File: src/rtl/rxc_pkg.sv
// rtl/rxc_pkg.sv - shared state encoding, register indices and default widths for reg_xfer_ctrl
package rxc_pkg;

    localparam int NREG_DEF  = 8;
    localparam int BUS_W_DEF = 16;
    localparam int ID_W_DEF  = 3;

    typedef enum logic [2:0] {
        IDLE,
        READ,
        CAPT,
        WRITE,
        DONE
    } rxc_state_t;

    // Bus register indices as wired in the downsampling processor's register file
    localparam logic [2:0] REG_TR  = 3'd0;
    localparam logic [2:0] REG_AR  = 3'd1;
    localparam logic [2:0] REG_PC  = 3'd2;
    localparam logic [2:0] REG_AC  = 3'd3;
    localparam logic [2:0] REG_DR  = 3'd4;
    localparam logic [2:0] REG_IR  = 3'd5;
    localparam logic [2:0] REG_R   = 3'd6;
    localparam logic [2:0] REG_TMP = 3'd7;

endpackage

File: src/rtl/reg_xfer_ctrl_onehot_dec.sv
// rtl/reg_xfer_ctrl_onehot_dec.sv - enabled index-to-one-hot decoder; out-of-range indices give all zeros
module onehot_dec #(
    parameter int ID_W = 3,
    parameter int NREG = 8
) (
    input  logic            en,
    input  logic [ID_W-1:0] idx,
    output logic [NREG-1:0] dec
);

    always_comb begin
        dec = '0;
        for (int i = 0; i < NREG; i++) begin
            dec[i] = en && (int'(idx) == i);
        end
    end

endmodule

File: src/rtl/reg_xfer_ctrl.sv
// rtl/reg_xfer_ctrl.sv - register-transfer initiator for the shared datapath bus; RXC_ERR_EN adds sticky err
module reg_xfer_ctrl
    import rxc_pkg::*;
#(
    parameter int NREG  = NREG_DEF,
    parameter int BUS_W = BUS_W_DEF,
    parameter int ID_W  = ID_W_DEF
) (
    input  logic             clk,
    input  logic             rst,
    input  logic             req_valid,
    output logic             req_ready,
    input  logic [ID_W-1:0]  req_src,
    input  logic [ID_W-1:0]  req_dst,
    input  logic             req_imm_sel,
    input  logic [BUS_W-1:0] req_imm,
    input  logic [BUS_W-1:0] bus_in,
    output logic [NREG-1:0]  read_en,
    output logic [NREG-1:0]  write_en,
    output logic [BUS_W-1:0] bus_out,
    output logic             done
`ifdef RXC_ERR_EN
    ,
    output logic             err
`endif
);

    rxc_state_t       state, state_nx;
    logic [ID_W-1:0]  src_q, dst_q;
    logic [BUS_W-1:0] data_q;
    logic             accept;
    logic             rd_go, wr_go;

    assign accept = req_valid && (state == IDLE);

    always_ff @(posedge clk) begin
        if (rst) begin
            state  <= IDLE;
            src_q  <= '0;
            dst_q  <= '0;
            data_q <= '0;
        end else begin
            state <= state_nx;
            if (accept) begin
                src_q <= req_src;
                dst_q <= req_dst;
                if (req_imm_sel) begin
                    data_q <= req_imm;
                end
            end else if (state == CAPT) begin
                // source registered its value at the end of READ
                data_q <= bus_in;
            end
        end
    end

    always_comb begin
        state_nx = state;
        case (state)
            IDLE:    if (accept) state_nx = req_imm_sel ? WRITE : READ;
            READ:    state_nx = CAPT;
            CAPT:    state_nx = WRITE;
            WRITE:   state_nx = DONE;
            DONE:    state_nx = IDLE;
            default: state_nx = IDLE;
        endcase
    end

    always_comb begin
        req_ready = (state == IDLE);
        rd_go     = (state == READ);
        wr_go     = (state == WRITE);
        done      = (state == DONE);
        bus_out   = wr_go ? data_q : '0;
    end

    onehot_dec #(.ID_W(ID_W), .NREG(NREG)) u_read_dec (
        .en  (rd_go),
        .idx (src_q),
        .dec (read_en)
    );

    onehot_dec #(.ID_W(ID_W), .NREG(NREG)) u_write_dec (
        .en  (wr_go),
        .idx (dst_q),
        .dec (write_en)
    );

`ifdef RXC_ERR_EN
    logic bad_idx;
    logic err_q;

    assign bad_idx = (!req_imm_sel && int'(req_src) >= NREG) || (int'(req_dst) >= NREG);

    always_ff @(posedge clk) begin
        if (rst) begin
            err_q <= 1'b0;
        end else if ((accept && bad_idx) ||
                     (((state == IDLE) || (state == WRITE)) && (bus_in != '0))) begin
            err_q <= 1'b1;
        end
    end

    assign err = err_q;
`endif

endmodule

File: config.mk
export PLATFORM = sky130hd
export DESIGN_NAME = reg_xfer_ctrl
export DESIGN_NICKNAME = d
export VERILOG_FILES = /design/src/rtl/rxc_pkg.sv /design/src/rtl/reg_xfer_ctrl_onehot_dec.sv /design/src/rtl/reg_xfer_ctrl.sv
export SDC_FILE = /design/constraint.sdc
export NUM_CORES = 1
export LEC_CHECK = 0
export BUFFER_PORTS_ARGS = -buffer_cell sky130_fd_sc_hd__buf_2
export CAP_MARGIN = 30
export CORE_MARGIN = 2
export CORE_UTILIZATION = 37
export CTS_BUF_LIST = sky130_fd_sc_hd__clkbuf_4 sky130_fd_sc_hd__clkbuf_8 sky130_fd_sc_hd__clkbuf_16
export CTS_CLUSTER_DIAMETER = 200
export CTS_CLUSTER_SIZE = 12
export DETAILED_ROUTE_END_ITERATION = 16
export GPL_TIMING_DRIVEN = 0
export PLACE_DENSITY_LB_ADDON = 0.15
export RECOVER_POWER = 100
export SETUP_SLACK_MARGIN = 0.5
export SLEW_MARGIN = 20
export SYNTH_ARGS = -nofsm -noshare
export SYNTH_HDL_FRONTEND = slang
export SYNTH_SLANG_ARGS = --single-unit
File: constraint.sdc
create_clock -name clk -period 2.1 [get_ports clk]
set_input_delay 0.42 -clock clk [delete_from_list [all_inputs] [get_ports clk]]
set_output_delay 0.42 -clock clk [all_outputs]
set_load 0.03 [all_outputs]
==> summary.md <==
| Metric | Value |
|---|---|
| Yosys cell types | 26 |
| Avg WL per Cell | 13.7 um |
| Number of cells on the worst hold path | 3 |
| Number of placement rows | 23 |
| Final hold violation count | 0 |
| CP cell instances | buf_6, and3b_1, buf_8, clkbuf_8, and2_4, clkbuf_2 |
| Initial Util | 0.379 |
| Vias in the first global route | 1495 |
| Power density cells | 554 mW/mm2 |
| Area of the multi-input gates | 996 um2 |
| First-pass GRT wire length | 6910 um |
| Yosys reg bits | 25 |
| Clock Path Buffers | 2 |
| Total Neg Setup Slack | 0 ns |
| Critical path class | reg2out |
| Most instantiated cells after synthesis | dfxtp_1, nor2_1, nor3b_1 |
| FF+latch area | 504 um2 |
| Fmax | 513 MHz |
| Final Critical Period | 1.95 ns |
| Largest delay share family, worst path | buffers and inverters |
| Post-DP HPWL | 2860 um |
| Layout cell share with drive strength beyond 1 | 0.550 |
| Warnings, synthesis | 0 |
| Fillers | 354 |
| DR iter-0 viols | 50 |
| Final total power | 1.34 mW |
| Gate Count Post-Synth | 172 |
| Number of flops mapped to enable cells by yosys | 0 |
| Async set-reset flop share out of synthesis | 0 |
| Initial antenna violation count | 0 |
| Syn_nets | 214 |
| Count leader, synth | dfxtp_1 |
| Largest net degree at the start of global routing | 14 |
| Leakage | 1.06 nW |
| Die area | 0.00453 mm2 |
| Cts bufs inserted | 3 |
| # port buffers | 75 |
| Fin crit share | 0.929 |
| Area of the mapped netlist | 0.00148 mm2 |
| CP max FO | 7 |
| Crit start category | register |
| Post-route ant nets | 0 |
| Final Skew | 0.00548 ns |
| Clock Sinks | 25 |
| Slowest-stage cell, CP | dfxtp_1 |
| Detailed Route WL | 4360 um |
| TritonCTS clock tree | yes |
| Post-route DRC | 0 |
| DR pass1 iterations | 4 |
| Via density | 4.82 |
| Max IR drop VDD | 0.288 mV |
| Worst Hold Class | in2reg |
| GPL Wtd Cong | 0.698 |
| Max Cap Viol | 0 |
| Vias | 1538 |
| Synth Area per Inst | 8.62 um2 |
| Main synth FF type | dfxtp_1 |
| Final Max Tran Viols | 0 |
| N_diodes | 0 |
| Final net count | 312 |
| Slew HR | 0.544 |
| Sequential share of the synthesized area | 0.338 |
| Critical Path RT | 1.68 ns |
| Status | completed |
| Core Box Area | 0.00391 mm2 |
| CTS H-tree depth | 1 |
| Post-synth top area share | 0.338 |
| Clock Root Buffer | clkbuf_8 |
| Post-CTS Hold Buffers | 0 |
| CP Buf/Inv Count | 4 |
| Die H | 67.3 um |
| Crit path depth | 6 |
| IO Pins | 76 |
| Total gr overflow | 0 |
| Area Growth Syn to Fin | 63.6% |
| CP Capture Type | primary output |
| Worst slew pin tran | 0.684 ns |
| Die W | 67.3 um |
| Worst path max stage delay | 0.34 ns |
| Critical Path AT | 1.53 ns |
| Worst Reg-to-Reg Cells | 7 |
| Clk slew on worst S/H paths | 0.09 ns |
| Total global-route track usage | 0.197 |
| Leading area contributor after synthesis | dfxtp_1 |
| Top cells by area, synth | dfxtp_1, a2111oi_2, nor3b_1 |
| RSZ-0062 raised after global routing | true |
| Setup violators final | 0 |
| Worst skew pair latency | 0.27 ns |
[registers in the layout, summed over array words and instances, names as in the netlist]
signal	flops
data_q	16
dst_q	3
src_q	3
state	3
[cell type report]
class	count	area share
Tap cell	50	0.0258
Buffer	14	0.0552
Inverter	16	0.0248
Multi-Input combinational cell	117	0.411
Sequential cell	25	0.208
Timing Repair Buffer	93	0.256
Clock buffer	4	0.0201
[worst min-delay path, cell delays in order]
cell     delay [ns]
buf_2          0.07
mux2i_1        0.05
nor2_1         0.07
[stage by stage]
stage / cells / setup WS, ns / hold slack [ns] / cell area [um2] / utilization
after floorplan: 172 / 0.309 / 0.474 / 1630 / -
after global placement: 297 / 0.213 / 0.500 / 2070 / 0.529
after detailed placement: 297 / 0.207 / 0.514 / 2070 / 0.529
after CTS: 317 / 0.211 / 0.375 / 2510 / 0.642
after global routing: 319 / 0.0798 / 0.382 / 2430 / 0.620
final: 319 / 0.149 / 0.380 / 2430 / 0.620
[cells in the final DEF (no fill, tap or decap), types with 2 or more instances in the layout]
cell,instances
nor3b_2,5
nor3b_1,13
clkbuf_4,2
buf_8,5
nor2_1,12
a2111oi_2,6
clkbuf_2,21
dfxtp_1,24
nor3_4,7
and2_4,14
inv_1,16
a2111oi_0,10
buf_4,11
clkbuf_8,6
a21oi_1,16
nand2_1,4
buf_2,41
nor2_4,3
clkbuf_1,7
mux2i_1,6
buf_6,17
nand2b_1,5
nor2_2,5
[per-layer routing]
| layer | GRT usage | up-vias | share of wire |
|---|---|---|---|
| met5 | 0 | - | 0 |
| met4 | 0.0434 | 0 | 0.0044 |
| met3 | 0.0333 | 2 | 0.054 |
| met2 | 0.354 | 45 | 0.51 |
| met1 | 0.246 | 699 | 0.43 |
| li1 | - | 792 | - |
[repair_timing]
item / 4_1_cts / 5_1_grt
setup endpoints to repair: 44 / 55
buffers inserted: 14 / 2
gates cloned: 2 / 0
pin swaps: 19 / 8
gates resized for setup: 88 / 30
[power by group]
group          internal, mW  switching [mW]  leakage, nW
combinational         0.231           0.235        0.830
sequential            0.528          0.0436        0.207
clock                 0.149           0.157       0.0262
total                 0.907           0.436         1.06
[cell families after synthesis]
kind of cell,synth area share
buf+inv,0.0962
compound gates,0.211
simple gates,0.315
flops,0.338
mux,0.0405
[final timing paths]
path / end / from / slack [ns]
worst max register to register: data_q[8] / state[1] / 0.26
worst min register to register: state[1] / state[2] / 0.50
worst min-delay path: dst_q[0] / req_dst[0] / 0.38
worst max-delay path: bus_out[14] / state[1] / 0.15
Note: power is estimated with default switching activity, not from simulation.
